**src/rtl/pio_fifo.sv**
```systemverilog
// pio_fifo: synchronous first-word-fall-through FIFO between the system bus
// and one PIO state machine. It is used as both the TX FIFO and the RX FIFO.
// It reports its occupancy and keeps sticky overflow/underflow debug flags.
// DEPTH must be a power of two and at least 2, so the pointers wrap naturally.
module pio_fifo #(
  parameter int unsigned WIDTH = 32,
  parameter int unsigned DEPTH = 4
) (
  input  logic                     clk,
  input  logic                     reset,
  input  logic                     flush,
  input  logic                     push,
  input  logic [WIDTH-1:0]         din,
  input  logic                     pull,
  output logic [WIDTH-1:0]         dout,
  output logic                     empty,
  output logic                     full,
  output logic [$clog2(DEPTH):0]   level,
  output logic                     overflow,
  output logic                     underflow,
  input  logic                     clr_flags
);

  localparam int unsigned PW = $clog2(DEPTH);
  localparam int unsigned LW = PW + 1;

  logic [WIDTH-1:0] mem_q [DEPTH];

  logic [PW-1:0] wp_q, wp_d;
  logic [PW-1:0] rp_q, rp_d;
  logic [LW-1:0] level_q, level_d;
  logic          ovf_q, ovf_d;
  logic          unf_q, unf_d;

  logic          do_push;
  logic          do_pull;
  logic          ovf_ev;
  logic          unf_ev;

  // Status decodes from the registered level only, so it is stable all cycle
  assign empty = (level_q == LW'(0));
  assign full  = (level_q == LW'(DEPTH));
  assign level = level_q;

  assign overflow  = ovf_q;
  assign underflow = unf_q;

  // Head word falls through; an empty FIFO shows zero rather than stale data
  assign dout = empty ? WIDTH'(0) : mem_q[rp_q];

  // Accept rules and next-state for pointers, level and sticky flags
  always_comb begin
    wp_d    = wp_q;
    rp_d    = rp_q;
    level_d = level_q;
    ovf_d   = ovf_q;
    unf_d   = unf_q;

    // A push while full is still accepted when a pull frees the head slot.
    // Flush discards any strobes in the same cycle.
    do_pull = ~flush & pull & ~empty;
    do_push = ~flush & push & (~full | pull);
    ovf_ev  = ~flush & push & full & ~pull;
    unf_ev  = ~flush & pull & empty;

    // Clear first so that a coincident new event wins
    if (clr_flags) begin
      ovf_d = 1'b0;
      unf_d = 1'b0;
    end
    if (ovf_ev) begin
      ovf_d = 1'b1;
    end
    if (unf_ev) begin
      unf_d = 1'b1;
    end

    if (flush) begin
      wp_d    = PW'(0);
      rp_d    = PW'(0);
      level_d = LW'(0);
    end else begin
      if (do_push) begin
        wp_d = wp_q + PW'(1);
      end
      if (do_pull) begin
        rp_d = rp_q + PW'(1);
      end
      unique case ({do_push, do_pull})
        2'b10:   level_d = level_q + LW'(1);
        2'b01:   level_d = level_q - LW'(1);
        default: level_d = level_q;
      endcase
    end
  end

  // Control registers with synchronous reset; flags survive a flush
  always_ff @(posedge clk) begin
    if (reset) begin
      wp_q    <= PW'(0);
      rp_q    <= PW'(0);
      level_q <= LW'(0);
      ovf_q   <= 1'b0;
      unf_q   <= 1'b0;
    end else begin
      wp_q    <= wp_d;
      rp_q    <= rp_d;
      level_q <= level_d;
      ovf_q   <= ovf_d;
      unf_q   <= unf_d;
    end
  end

  // Storage array; contents need no reset because level masks them
  always_ff @(posedge clk) begin
    if (do_push && !reset) begin
      mem_q[wp_q] <= din;
    end
  end

endmodule

```
**config.mk**
```make
export PLATFORM = sky130hd
export DESIGN_NAME = pio_fifo
export DESIGN_NICKNAME = d
export VERILOG_FILES = /design/src/rtl/pio_fifo.sv
export SDC_FILE = /design/constraint.sdc
export NUM_CORES = 1
export LEC_CHECK = 0
export CORE_MARGIN = 8
export CORE_UTILIZATION = 45
export CTS_BUF_LIST = sky130_fd_sc_hd__clkbuf_16
export DETAILED_ROUTE_END_ITERATION = 10
export GPL_TIMING_DRIVEN = 0
export PLACE_DENSITY = 0.64
export SLEW_MARGIN = 20
export SYNTH_ARGS = -nofsm -noshare
export SYNTH_HDL_FRONTEND = slang
export SYNTH_SLANG_ARGS = --single-unit
export TNS_END_PERCENT = 50
```
**constraint.sdc**
```tcl
create_clock -name clk -period 4.35 [get_ports clk]
set_input_delay 0.435 -clock clk [delete_from_list [all_inputs] [get_ports clk]]
set_output_delay 0.435 -clock clk [all_outputs]
set_load 0.05 [all_outputs]
```
# Yosys cells after proc, flatten, opt, wreduce, memory -nomap -nowiden

Memories as Yosys holds them, arrays and structs flattened. A register that Yosys moved wholly into a read port is not among the register bits.
Cells that the tools add are included.

Add/subtract/negate cells: 4
Equality and inequality tests: 3
Mux-type cells: 9
Bitwise gates (word level): 12
Reductions and logical operators: 7

Operator list:

| cell                | count |
|---|---|
| $mux 32             | 1 |
| $and 1x1->1         | 7 |
| $pmux 3 s2          | 1 |
| $reduce_bool 2->1   | 3 |
| $mux 1              | 5 |
| $add 2x1->2 const B | 2 |
| $mux 2              | 2 |
| $not 1->1           | 4 |
| $add 3x1->3 const B | 1 |
| $eq 3x3->1 const B  | 1 |
| $logic_not 3->1     | 1 |
| $sub 3x1->3 const B | 1 |
| $eq 2x1->1 const B  | 1 |
| $eq 2x2->1 const B  | 1 |
| $reduce_or 2->1     | 1 |
| $logic_and 1x1->1   | 1 |
| $logic_not 1->1     | 1 |
| $or 1x1->1          | 1 |

Bits in registers: 9
Memory bits (writable): 128
Input port bits: 38
Output and inout port bits: 39
Logic and storage cells: 41
Memories: 1

Memory list:

| name  | depth | bits a word | read ports | clocked after memory_dff | write ports | RTL line | text |
|---|---|---|---|---|---|---|---|
| mem_q | 4     | 32          | 1          | 1                        | 1           | 27       | `logic [WIDTH-1:0] mem_q [DEPTH];` |

# Logic depth before layout (Yosys ltp)

Gate-level depths: netlist (run 1).

Word-level depth: 7
Mapped depth: 8
Mapped depth without buffers: 8

# Worst setup path before layout (run 1)

No wires, ideal clock.

Kind: reg-to-reg
Start: register level_q[2], in the netlist level[2]
End: register level_q[2], in the netlist level[2]
Setup time: 0.070 ns
Data arrival time: 2.408 ns
Required time: 4.280 ns
Setup slack: 1.872 ns
Stages on the path, launching flop included: 9
Path buffers: 0
Period minus slack after synthesis: 2.478 ns
Path through: dfxtp_1 -> nor4b_4 -> nand2b_1 -> ha_1 -> inv_1 -> fa_1 -> xor2_1 -> or3_1 -> a21oi_1

Cells in the longest elaborated chain, start to end: 6
Elaborated cells between the ends (all ways): 13
Classes of those cells: 2 x add/sub; 3 x eq/ne; 1 x mux; 5 x bitwise; 2 x reduce/logical

RTL lines:

| what                                            | RTL line | text |
|---|---|---|
| start: declaration                              | 31       | `logic [LW-1:0] level_q, level_d;` |
| start signal: assignment                        | 108      | `level_q <= level_d;` |
| $eq 3x3->1                                      | 42       | `assign full = (level_q == LW'(DEPTH));` |
| $not 1->1                                       | 62       | `do_push = ~flush & push & (~full \| pull);` |
| $or 1x1->1                                      | 62       |  |
| $and 1x1->1                                     | 62       |  |
| $eq 2x1->1 or $eq 2x2->1 (tied branches)        | 89       | `unique case ({do_push, do_pull})` |
| $pmux 3 s2 or $reduce_bool 2->1 (tied branches) | --       |  |

Parallel ways exist; a longest one is shown, timed or not.
A chain may end at the register's enable or synchronous reset.

==> results of run 1 <==
-- cell families after synthesis --
group,synth area share
mux,0.132
fa+ha+maj,0.0150
buf+inv,0.0229
flops,0.738
compound gates,0.0118
simple gates,0.0754
xor+xnor,0.00477
-- per-stage QoR --
stage,util,setup slack (ps)
floorplan,-,1870
global placement,0.539,999
detailed placement,0.548,1510
CTS,0.596,1440
global route,0.596,1310
finish,0.596,1500
-- sequential cells by signal (all words and copies together) (netlist names), named ones only --
name,flops
underflow,1
level,3
overflow,1
wp_q,2
mem_q,128
rp_q,2
-- Yosys cell counts --
cell type    n
dfxtp_1     11
buf_4        1
nor3_1       1
nor2b_4      5
nor2b_1     29
nor3_4       1
buf_12       3
nor4b_4      1
edfxtp_1   128
o31ai_1      1
nand2_1      2
mux4_1       2
buf_2        5
or2_2        1
o211ai_1     1
mux4_2      30
inv_1        5
or3_1        3
nand2b_1     3
o21ai_0      4
fa_1         1
and2_1       4
nand3b_1     1
xor2_1       3
a21oi_1      6
nor2_1       8
and3_1       1
clkbuf_1     1
ha_1         5
buf_6        1
-- area by class of cell --
cell class / instances / area share
clock inverter: 15 / 0.0204
sequential: 139 / 0.570
tap: 147 / 0.0258
multi-input combinational: 113 / 0.185
clock buffer: 17 / 0.0597
timing repair buffer: 80 / 0.121
inverter: 5 / 0.00263
buffer: 11 / 0.0151
-- worst max-delay path: stages (launching register included) --
cell             delay, ps
dfxtp_1                320
buf_6                  150
buf_12                 160
mux4_2                 490
nor2b_1                170
clkdlybuf4s50_1        730
-- report_power, final --
part | switching, mW | internal, mW
Sequential | 0.00451 | 1.47
Combinational | 0.0902 | 0.0750
Clock | 0.496 | 0.882
Total | 0.591 | 2.43
-- path summary, 6_finish.rpt --
| kind | depth (start not counted) | to | slack [ps] | start |
|---|---|---|---|---|
| max | 5 | dout[2] | 1500 | register |
| min reg2reg | 2 | underflow | 480 | underflow |
| min | 2 | underflow | 480 | underflow |
| max reg2reg | 8 | level[2] | 1990 | level[2] |
-- routing by layer --
| metal | vias to the layer above | routed length, um | GRT usage |
|---|---|---|---|
| met4 | 0 | 102 | 0.0510 |
| met5 | - | 0 | 0 |
| met2 | 68 | 5360 | 0.233 |
| li1 | 1261 | - | - |
| met1 | 1432 | 4220 | 0.155 |
| met3 | 7 | 523 | 0.0448 |
==> metrics.md, run 1 <==
| Metric | Value |
|---|---|
| GP Congestion | 0.690 |
| Mapped Nets | between 300 and 400 |
| Hold buffer count at cts | 0 |
| Critical path startpoint category | register |
| Syn. warnings | 0 |
| Global-route wire length before repair | 16300 um |
| HP Class | reg2reg |
| Via count | ~2800 |
| Outcome | finished clean |
| Post-CTS Setup Bufs | 0 |
| Non-Filler Instances | 527 |
| Chip height | 127 um |
| Clk_lat worst skew | 400 ps |
| Total gr overflow | 0 |
| Area of the multi-input gates | 1320 sq um |
| Layout cells sized above 1 | 0.213 |
| CTS Root Buffer Type | clkbuf_16 |
| Setup TNS | 0 ps |
| Vias in the first global route | between 2000 and 3000 |
| Initial Util | 0.460 |
| Pin count of the biggest net entering global routing | 21 |
| Fin. max-slew vios | 0 |
| Final HPWL from detailed placement | 6670 um |
| Fin crit period | 2850 ps |
| Area of the mapped netlist | 5510 sq um |
| Period Utilization, post-route | 0.656 |
| Cells after DPL | 495 |
| Share of Yosys cell area claimed by the top area cell type | 0.698 |
| Routed len/inst | 19.4 um |
| Core area | 12000 sq um |
| Clk sinks | 139 |
| Unrepaired setup endpoints after global routing | false |
| Worst-margin pin slew | about 520 ps |
| Cell Area, Placed | about 6600 sq um |
| Via density | 5.25 |
| TritonCTS clock tree | yes |
| Max Clock Freq | 351 MHz |
| Setup Crit Path Kind | reg2out |
| # IOs | 77 |
| PostCTS Resize Cnt | 0 |
| Most frequent cells in the layout | edfxtp_1 (128), clkdlybuf4s50_1 (76), mux4_2 (30), nor2b_1 (29), clkbuf_16 (17) |
| H-Tree Depth | 4 |
| Synth-to-layout area growth | 29.5% |
| Antenna diode count | 0 |
| # DRC | 0 |
| Die area | 16000 sq um |
| Max_slew headroom | 0.651 |
| CTS Buf Count | 17 |
| Sequential share of the synthesized area | 0.738 |
| PwrDens | 424 nW/um^2 |
| Power Total | 3.02 mW |
| Antenna viol nets, final | 0 |
| Critical Path Fanout Max | 10 |
| Mapped Cells | ~270 |
| Buffers added on ports | 76 |
| Rows | 40 |
| First-pass detailed-route iteration total | 4 |
| Die X | approximately 130 um |
| Most common cell after layout, fill and taps aside | edfxtp_1 |
| Final hold slack | 480 ps |
| Initial antenna violation count | 0 |
| Routed wire length | 10200 um |
| Maxcap violations | 0 |
| Mean Syn Cell Area | 20.6 sq um |
| Total GRT Usage | 0.136 |
| Cell accounting for the most synthesized area | edfxtp_1 |
| Final setup viols | 0 |
| Fill count | 879 |
| Synth Register Bits | 139 |
| Number of DRC markers after the initial detailed-route iteration | 168 |
| Worst Skew | between 5 and 6 ps |
| Arr. time, crit path | 2420 ps |
| Hold Vio Cnt, Final | 0 |
| CTS Buffer Depth | 2 |
| Synth unique cells | 30 |
| Post-route cell area | 7130 sq um |
| Reg clk slew, reported paths | 50 ps |
| Critical Path RT | 3910 ps |
| Reg area | 4060 sq um |
| Max VDD drop | 228 uV |
| Critical path capture point type | output port |
| Leak | 2.30 nW |
| Nets | 411 |
| Largest cells by area after synthesis | edfxtp_1 (70%), mux4_2 (12%), dfxtp_1 (4.0%) |
Note: power is estimated with default switching activity, not from simulation.
==> inputs of run 2 (changes only) <==
- clock period: 4.35 -> 2.85 ns (I/O delays scaled with it)
==> run 2 against run 1 <==
  * Total power grew 53%
  * Critical path depth is the same
  * Setup slack lost 1400 ps
  * Cell count is the same
  * Via count shrank 0.47%
  * Critical endpoint unchanged
==> metrics.md, run 2 (synthesis results as in run 1) <==
| Metric | Value |
|---|---|
| Outcome | finished clean |
| Worst Skew | ~6.1 ps |
| Clk_lat worst skew | 400 ps |
| Max_slew headroom | 0.651 |
| Routed len/inst | about 19 um |
| Leak | 2.32 nW |
| Core area | 12000 sq um |
| HP Class | reg2reg |
| Biggest register | mem_q |
| Reg area | 4060 sq um |
| Vias in the first global route | 2990 |
| Maxcap violations | 0 |
| Critical path capture point type | output port |
| Max FFs per register | 128 |
| R2r setup slk | a little under 500 ps |
| Nets | 411 |
| CTS Root Buffer Type | clkbuf_16 |
| Slowest Stage Delay on Critical Path | 730 ps |
| Total GRT Usage | 0.136 |
| Total gr overflow | 0 |
| Cell family with most CP delay | buffers and inverters |
| Critical path's slowest cell | clkdlybuf4s50_1 |
| Max Clock Freq | 370 MHz |
| Chip height | 127 um |
| Setup Crit Path Kind | reg2out |
| Initial Util | 0.460 |
| Period Utilization, post-route | 0.948 |
| Fin crit period | 2700 ps |
| Most frequent cells in the layout | edfxtp_1 (128), clkdlybuf4s50_1 (75), mux4_2 (30), nor2b_1 (29), clkbuf_16 (17) |
| Initial antenna violation count | 0 |
| Power Total | 4.61 mW |
| Fill count | roughly 900 |
| Global-route wire length before repair | ~16000 um |
| Final core occ | 0.597 |
| Antenna viol nets, final | 0 |
| Post-CTS Setup Bufs | 0 |
| Buffers added on ports | 76 |
| Critical Path Fanout Max | 10 |
| H-Tree Depth | 4 |
| Pin count of the biggest net entering global routing | 21 |
| PwrDens | 646 nW/um^2 |
| Synth-to-layout area growth | 29.6% |
| Unrepaired setup endpoints after global routing | false |
| Final HPWL from detailed placement | 6670 um |
| Die X | 127 um |
| Area of the multi-input gates | 1320 sq um |
| Rows | 40 |
| Arr. time, crit path | 2420 ps |
| Via density | 5.23 |
| Hold Path Sink | underflow |
| Final setup viols | 0 |
| Hold Path Origin | underflow |
| Layout cells sized above 1 | 0.213 |
| Worst-margin pin slew | around 520 ps |
| First-pass detailed-route iteration total | 4 |
| Most common cell after layout, fill and taps aside | edfxtp_1 |
| Crit-path cells | buf_6, buf_12, mux4_2, nor2b_1, clkdlybuf4s50_1 |
| GP Congestion | approximately 0.69 |
| Hold path cells | 2 |
| Hold Vio Cnt, Final | 0 |
| Critical path startpoint category | register |
| R2R depth | 8 |
| WP buf/inv | 3 |
| CTS Buf Count | 17 |
| Clk sinks | 139 |
| Reg clk slew, reported paths | 50 ps |
| Fin. max-slew vios | 0 |
| Max VDD drop | 348 uV |
| Die area | 16000 sq um |
| # DRC | 0 |
| Number of DRC markers after the initial detailed-route iteration | 151 |
| TritonCTS clock tree | yes |
| Antenna diode count | 0 |
| Final hold slack | 480 ps |
| Via count | 2755 |
| # IOs | between 70 and 80 |
| FF-to-FF Start | level[2] |
| Routed wire length | between 10000 and 15000 um |
| Critical Path RT | 2570 ps |
| Reg-to-Reg End | level[2] |
| CTS Buffer Depth | 2 |
-- run 2: changes by cell type in the layout (fill, tap and decap cells not counted) --
cell / before / now
buf_2: 5 / 4
clkbuf_4: 0 / 1
clkdlybuf4s50_1: 76 / 75
dlymetal6s2s_1: 0 / 1
-- run 2: metal layers --
layer | global-route usage | part of all wire | vias up
li1 | - | - | 1261
met1 | 0.155 | 0.42 | 1423
met2 | 0.233 | 0.53 | 64
met3 | 0.0448 | 0.048 | 7
met4 | 0.0510 | 0.010 | 0
met5 | 0 | 0 | -
-- run 2: stage by stage --
step           setup slack [ps]  instances  TNS, ps  cell area [sq um]
2_1_floorplan               372        268        0               5510
3_3_place_gp               -351        491   -41970               6450
3_5_place_dp                161        495        0               6560
4_1_cts                    88.2        527        0               7130
5_1_grt                    26.1        527        0               7140
6_report                    147        527        0               7140
-- run 2: worst max path at each step --
stage | endpoint | slack [ps] | cells past startpoint | start
2_1_floorplan | level[2] | 370 | 8 | level[2]
3_5_place_dp | level[2] | 160 | 9 | pull
4_1_cts | dout[16] | 90 | 4 | level[1]
3_3_place_gp | mem_q[0][4] | -350 | 4 | flush
6_report | dout[2] | 150 | 5 | register
5_1_grt | dout[2] | 30 | 4 | register
-- run 2: power breakdown --
| part | leakage [nW] | total [mW] | switching, mW | internal [mW] |
|---|---|---|---|---|
| registers | 1.25 | 2.25 | 0.00688 | 2.25 |
| logic | 0.771 | 0.252 | 0.138 | 0.115 |
| clock network | 0.301 | 2.11 | 0.759 | 1.35 |
| total | 2.32 | 4.61 | 0.903 | 3.71 |
-- run 2: worst min-delay path: cells and delay by family (launching register included) --
family,cells,cell delay (ps)
flip-flops,1,310
AND/OR/NAND/NOR,1,70
AO/OA/AOI/OAI,1,60
-- run 2: what timing repair did --
item | in CTS | in global routing
endpoints found under the setup margin | 0 | 6
resized for setup | 0 | 2
hold buffers | 0 | 0
-- run 2: cell type report --
cell class	count	share of cell area
repair buffers	80	0.121
well taps	147	0.0258
inverters	5	0.00263
multi-input cells	113	0.185
clock buffers	17	0.0596
clock inverters	15	0.0203
plain buffers	11	0.0154
flip-flops and latches	139	0.570
==> inputs of run 3 (changes only) <==
- CTS_BUF_LIST: sky130_fd_sc_hd__clkbuf_16 -> default
==> run 3 against run 2 <==
  * Combinational power about the same
  * Hold slack about the same
  * Sequential power about the same
  * Largest power group unchanged
  * Non-clock buffer count did not move
  * Via count decreased by 0.44%
  * Largest cell class unchanged
  * Register-to-register slack barely moved
  * Final area rose by 0.28%
==> metrics.md, run 3 (synthesis results as in run 1) <==
| Metric | Value |
|---|---|
| Most common cell after layout, fill and taps aside | edfxtp_1 |
| Antenna viol nets, final | 0 |
| Critical Path RT | 2570 ps |
| Max VDD drop | 350 uV |
| Leak | 2.31 nW |
| Routed len/inst | 19.3 um |
| Non-Filler Instances | 527 |
| # IOs | 77 |
| Setup crit end | dout[2] |
| Nets | 411 |
| Most frequent cells in the layout | edfxtp_1 (128), clkdlybuf4s50_1 (75), mux4_2 (30), nor2b_1 (29), clkbuf_16 (17) |
| R2r setup slk | 490 ps |
| First-pass detailed-route iteration total | 4 |
| Routed wire length | 10200 um |
| Pin count of the biggest net entering global routing | 21 |
| Sw Share | 0.193 |
| Buffers added on ports | 76 |
| Clock Power Share | 0.465 |
| R2R depth | 8 |
| Hold Vio Cnt, Final | 0 |
| Fin crit period | 2700 ps |
| TritonCTS clock tree | yes |
| Period Utilization, post-route | 0.949 |
| Outcome | finished clean |
| Gate power share | 0.054 |
| Total GRT Usage | 0.136 |
| Slowest Stage Delay on Critical Path | around 730 ps |
| Total gr overflow | 0 |
| Worst Skew | between 5 and 6 ps |
| Final HPWL from detailed placement | 6670 um |
| Final hold slack | about 480 ps |
| Biggest register | mem_q |
| Arr. time, crit path | approximately 2400 ps |
| Synth-to-layout area growth | 29.9% |
| Critical Path Fanout Max | 10 |
| Initial antenna violation count | 0 |
| Rows | 40 |
| Hold buffer count at cts | 0 |
| Reg-to-Reg End | level[2] |
| Setup TNS | 0 ps |
| PostCTS Resize Cnt | 0 |
| Clk sinks | roughly 140 |
| CTS Root Buffer Type | clkbuf_16 |
| GP Congestion | 0.690 |
| Via count | 2743 |
| Fin. max-slew vios | 0 |
| Worst-margin pin slew | 527 ps |
| Number of DRC markers after the initial detailed-route iteration | 166 |
| Critical path's slowest cell | clkdlybuf4s50_1 |
| Max FFs per register | 128 |
| FF-to-FF Start | level[2] |
| Antenna diode count | 0 |
| CTS Buf Count | 17 |
| Post-CTS Setup Bufs | 0 |
| Vias in the first global route | roughly 3000 |
| Layout cells sized above 1 | 0.218 |
| Max_slew headroom | 0.649 |
| Via density | 5.20 |
| HP Class | reg2reg |
| Initial Util | 0.460 |
| Setup Crit Path Kind | reg2out |
| Cell Int Power | about 3.8 mW |
| Maxcap violations | 0 |
| H-Tree Depth | 4 |
| Max Clock Freq | 370 MHz |
| Flop pwr share | 0.481 |
| Global-route wire length before repair | between 15000 and 20000 um |
| Die area | 16000 sq um |
| Total net switching power | 903 uW |
| Core area | 12000 sq um |
| CTS Buffer Depth | 2 |
| Final setup viols | 0 |
| PwrDens | 655 nW/um^2 |
| Die X | 127 um |
| Chip height | 127 um |
| Critical path startpoint category | register |
| Critical path capture point type | output port |
| Reg clk slew, reported paths | 60 ps |
| Cells after DPL | 495 |
| Clk_lat worst skew | about 400 ps |
| Unrepaired setup endpoints after global routing | false |
| # DRC | 0 |
| Crit-path cells | buf_6, buf_12, mux4_2, nor2b_1, clkdlybuf4s50_1 |
-- run 3: per-stage QoR --
step | utilization | cell area [sq um] | power, mW | worst slack, ps
after global placement | 0.539 | 6450 | 2.54 | -351
after detailed placement | 0.548 | 6560 | 2.55 | 161
after global routing | 0.598 | 7160 | 4.83 | 25.0
after CTS | 0.598 | 7150 | 4.72 | 85.9
after floorplan | - | 5510 | 2.42 | 372
final | 0.598 | 7160 | 4.68 | 146
-- run 3: metal layers --
layer | part of all wire | up-vias | wire length, um | track usage
met4 | 0.012 | 0 | 120 | 0.0531
met1 | 0.42 | 1409 | 4260 | 0.155
met5 | 0 | - | 0 | 0
li1 | - | 1264 | - | -
met2 | 0.52 | 61 | 5340 | 0.233
met3 | 0.046 | 9 | 466 | 0.0457
-- run 3: layout make-up --
| cell class | count | area [sq um] |
|---|---|---|
| fillers | 875 | 4810 |
| flip-flops and latches | 139 | 4060 |
| multi-input cells | 113 | 1320 |
| repair buffers | 80 | 866 |
| clock buffers | 24 | 472 |
| well taps | 147 | 184 |
| clock inverters | 8 | 119 |
| plain buffers | 11 | 110 |
| inverters | 5 | 18.8 |
-- run 3: power groups by stage --
stage / Sequential (mW) / Clock, mW / Combinational (mW)
finish: 2.25 / 2.18 / 0.252
detailed placement: 2.30 / 0 / 0.255
floorplan: 2.30 / 0 / 0.123
global placement: 2.30 / 0 / 0.246
CTS: 2.25 / 2.21 / 0.256
global route: 2.25 / 2.31 / 0.269
-- run 3: worst min-delay path by stage --
stage          startpoint      endpoint  slack (ps)  depth (start not counted)
2_1_floorplan       reset     underflow         350                          1
3_3_place_gp    underflow     underflow         460                          2
3_5_place_dp    underflow     underflow         470                          2
4_1_cts         underflow     underflow         480                          2
5_1_grt           din[20]  mem_q[1][20]         500                          1
6_report        underflow     underflow         480                          2
-- run 3: worst max-delay path: cells and delay by family (launching register included) --
| kind | cells | cell delay (ps) |
|---|---|---|
| muxes | 1 | 490 |
| DFF | 1 | 320 |
| and+or+nand+nor | 1 | 170 |
| buffers and inverters | 3 | 1040 |
==> RTL edit, RTL diff (settings of run 2) <==
Make the reset (`reset`) asynchronous in one clocked block. Comments in the files are not updated.
--- a/src/rtl/pio_fifo.sv
+++ b/src/rtl/pio_fifo.sv
@@ -95,7 +95,7 @@
   end
 
   // Control registers with synchronous reset; flags survive a flush
-  always_ff @(posedge clk) begin
+  always_ff @(posedge clk or posedge reset) begin
     if (reset) begin
       wp_q    <= PW'(0);
       rp_q    <= PW'(0);
Check against the original RTL: differs if reset is asserted again (counterexample within 4 cycles, from zero or initial values and one cycle with reset high); with reset held inactive, the same outputs for 4 cycles.
==> RTL edit against run 2 <==
- synthesized area fell by 0.86%
- wire length is 3.6% higher
- final cell count down 0.57%
- sequential cell count decreased by 2
- via count grew 1.5%
- global-route usage increased by 0.67 points
- worst setup slack better by 0.021 ns
- first-iteration DRC count decreased by 32%
- design area fell by 0.98%
Power is not compared: it rests on default switching activity, and its combinational part moved more than twofold at a synthesized area within 25%.
==> RTL edit: results (changes against run 2) <==
| Metric | Value |
|---|---|
| Clock Skew | `0.007393 ns (+0.001314 ns)` |
| Cells on worst reg2reg path | `9 (+1)` |
| CTS resizes | `31 (+31)` |
| Drt first pass iters | `4 (unchanged)` |
| First-pass GRT wire length | `16910 um (+3.6%)` |
| Worst EP arrival | `2.40 ns (-0.02 ns)` |
| Worst skew pair latency | `0.41 ns` |
| Largest net degree at the start of global routing | `22 (+4.8%)` |
| Vias in the first global route | `3107 (+3.9%)` |
| Met1 Use GR | `16.31% (+0.83 points)` |
| Largest cells by area after synthesis | `edfxtp_1 (70%), mux4_2 (13%), dfrtp_1 (4.1%), and2_1 (3.3%), ha_1 (0.92%)` |
| Proportion of layout cells with a drive suffix above 1 | `24.40% (+3.1 points)` |
| Average routed wire per standard cell | `20.16 um (+4.2%)` |
| DRT iter0 DRCs | `103 (-32%)` |
| Synth cell types | `39 (+30%)` |
| GR Util met3 | `4.895% (+0.41 points)` |
| Met2 GRT Util | `23.96% (+0.69 points)` |
| Highest net fanout along the worst path | `7 (-3)` |
| R2r startpoint | `level[0]` |
| Net count after synthesis | `309 (-0.96%)` |
| Number of vias per cell | `5.334 (+2.0%)` |
| Leakage | `2.489 nW` |
| Slew HR | `65.89% (+0.79 points)` |
| Status | `completed` |
| Routability cong. | `0.6847 (-0.77%)` |
| Filler cells | `893 (+1.7%)` |
| Post-synthesis sequential area ratio | `74.52% (+0.73 points)` |
| R2R setup slack | `0.47 ns (-0.02 ns)` |
| RR Endpoint | `level[2]` |
| Post-DP HPWL | `6768 um (+1.4%)` |
| Nets | `407 (-0.97%)` |
| Hold Crit Class | `in2async` |
| Most frequent cells after synthesis | `edfxtp_1 (128), mux4_2 (32), and2_1 (29), dfrtp_1 (9)` |
| GRT Total Usage | `14.24% (+0.67 points)` |
| FFs w/ async S/R, synth | `6.569% (+6.6 points)` |
[RTL edit: worst register-to-register path: stages (launching register included)]
cell,delay [ns]
dfrtp_1,0.46
or3_1,0.39
buf_6,0.18
nand2_1,0.11
nor3_1,0.07
fa_1,0.46
nor3b_1,0.26
a21oi_1,0.07
a32oi_1,0.16
a21oi_1,0.08
[RTL edit: cells by family (layout without fill, tap and decap cells)]
kind of cell	Yosys count	count (layout)	synth area share, %
buf+inv	20	131	1.810
fa+ha+maj	5	5	1.283
flops	137	137	74.52
compound gates	10	10	1.604
mux	36	36	14.14
xor+xnor	2	2	0.3209
simple gates	56	56	6.325
[RTL edit: how the worst max path moves through the flow]
stage | slack (ns) | depth (start not counted) | startpoint | end
6_report | 0.17 | 4 | rp_q[0] | dout[1]
5_1_grt | 0.008 | 5 | level[0] | dout[8]
4_1_cts | 0.13 | 5 | rp_q[0] | dout[22]
3_5_place_dp | 0.12 | 5 | rp_q[1] | dout[14]
3_3_place_gp | -0.52 | 4 | push | mem_q[0][21]
2_1_floorplan | 0.34 | 3 | level[0] | mem_q[0][0]
[RTL edit: layout make-up]
cell class	count	area [sq um]	area share [%]
sequential	137	4069	57.59
multi-input combinational	109	1297	18.36
timing repair buffer	80	818.3	11.58
clock buffer	17	425.4	6.021
tap	147	183.9	2.603
clock inverter	15	175.2	2.479
buffer	12	70.07	0.9917
inverter	7	26.28	0.3719
[RTL edit: per-stage QoR]
stage          hold slack, ns  setup WS (ns)  setup TNS [ns]  instance area (sq um)  std cells
2_1_floorplan          0.1333         0.3385               0                   5460        266
3_3_place_gp           0.4957        -0.5160          -64.02                   6405        489
3_5_place_dp           0.5053         0.1200               0                   6505        493
4_1_cts                0.1785         0.1255               0                   7069        525
5_1_grt                0.2018       0.008426               0                   7066        524
6_report               0.1841         0.1683               0                   7066        524
[RTL edit: metal layers]
metal / vias to the layer above / share of wire (%)
li1: 1256 / -
met1: 1449 / 42
met2: 76 / 51
met3: 14 / 5.9
met4: 0 / 1.5
met5: - / 0
[RTL edit: power groups by stage]
stage	Combinational, mW	Clock [mW]	Sequential (mW)
2_1_floorplan	1.31	0	2.39
3_3_place_gp	2.01	0	2.34
3_5_place_dp	2.02	0	2.34
4_1_cts	1.91	2.25	2.30
5_1_grt	1.99	2.34	2.30
6_report	1.86	2.20	2.30
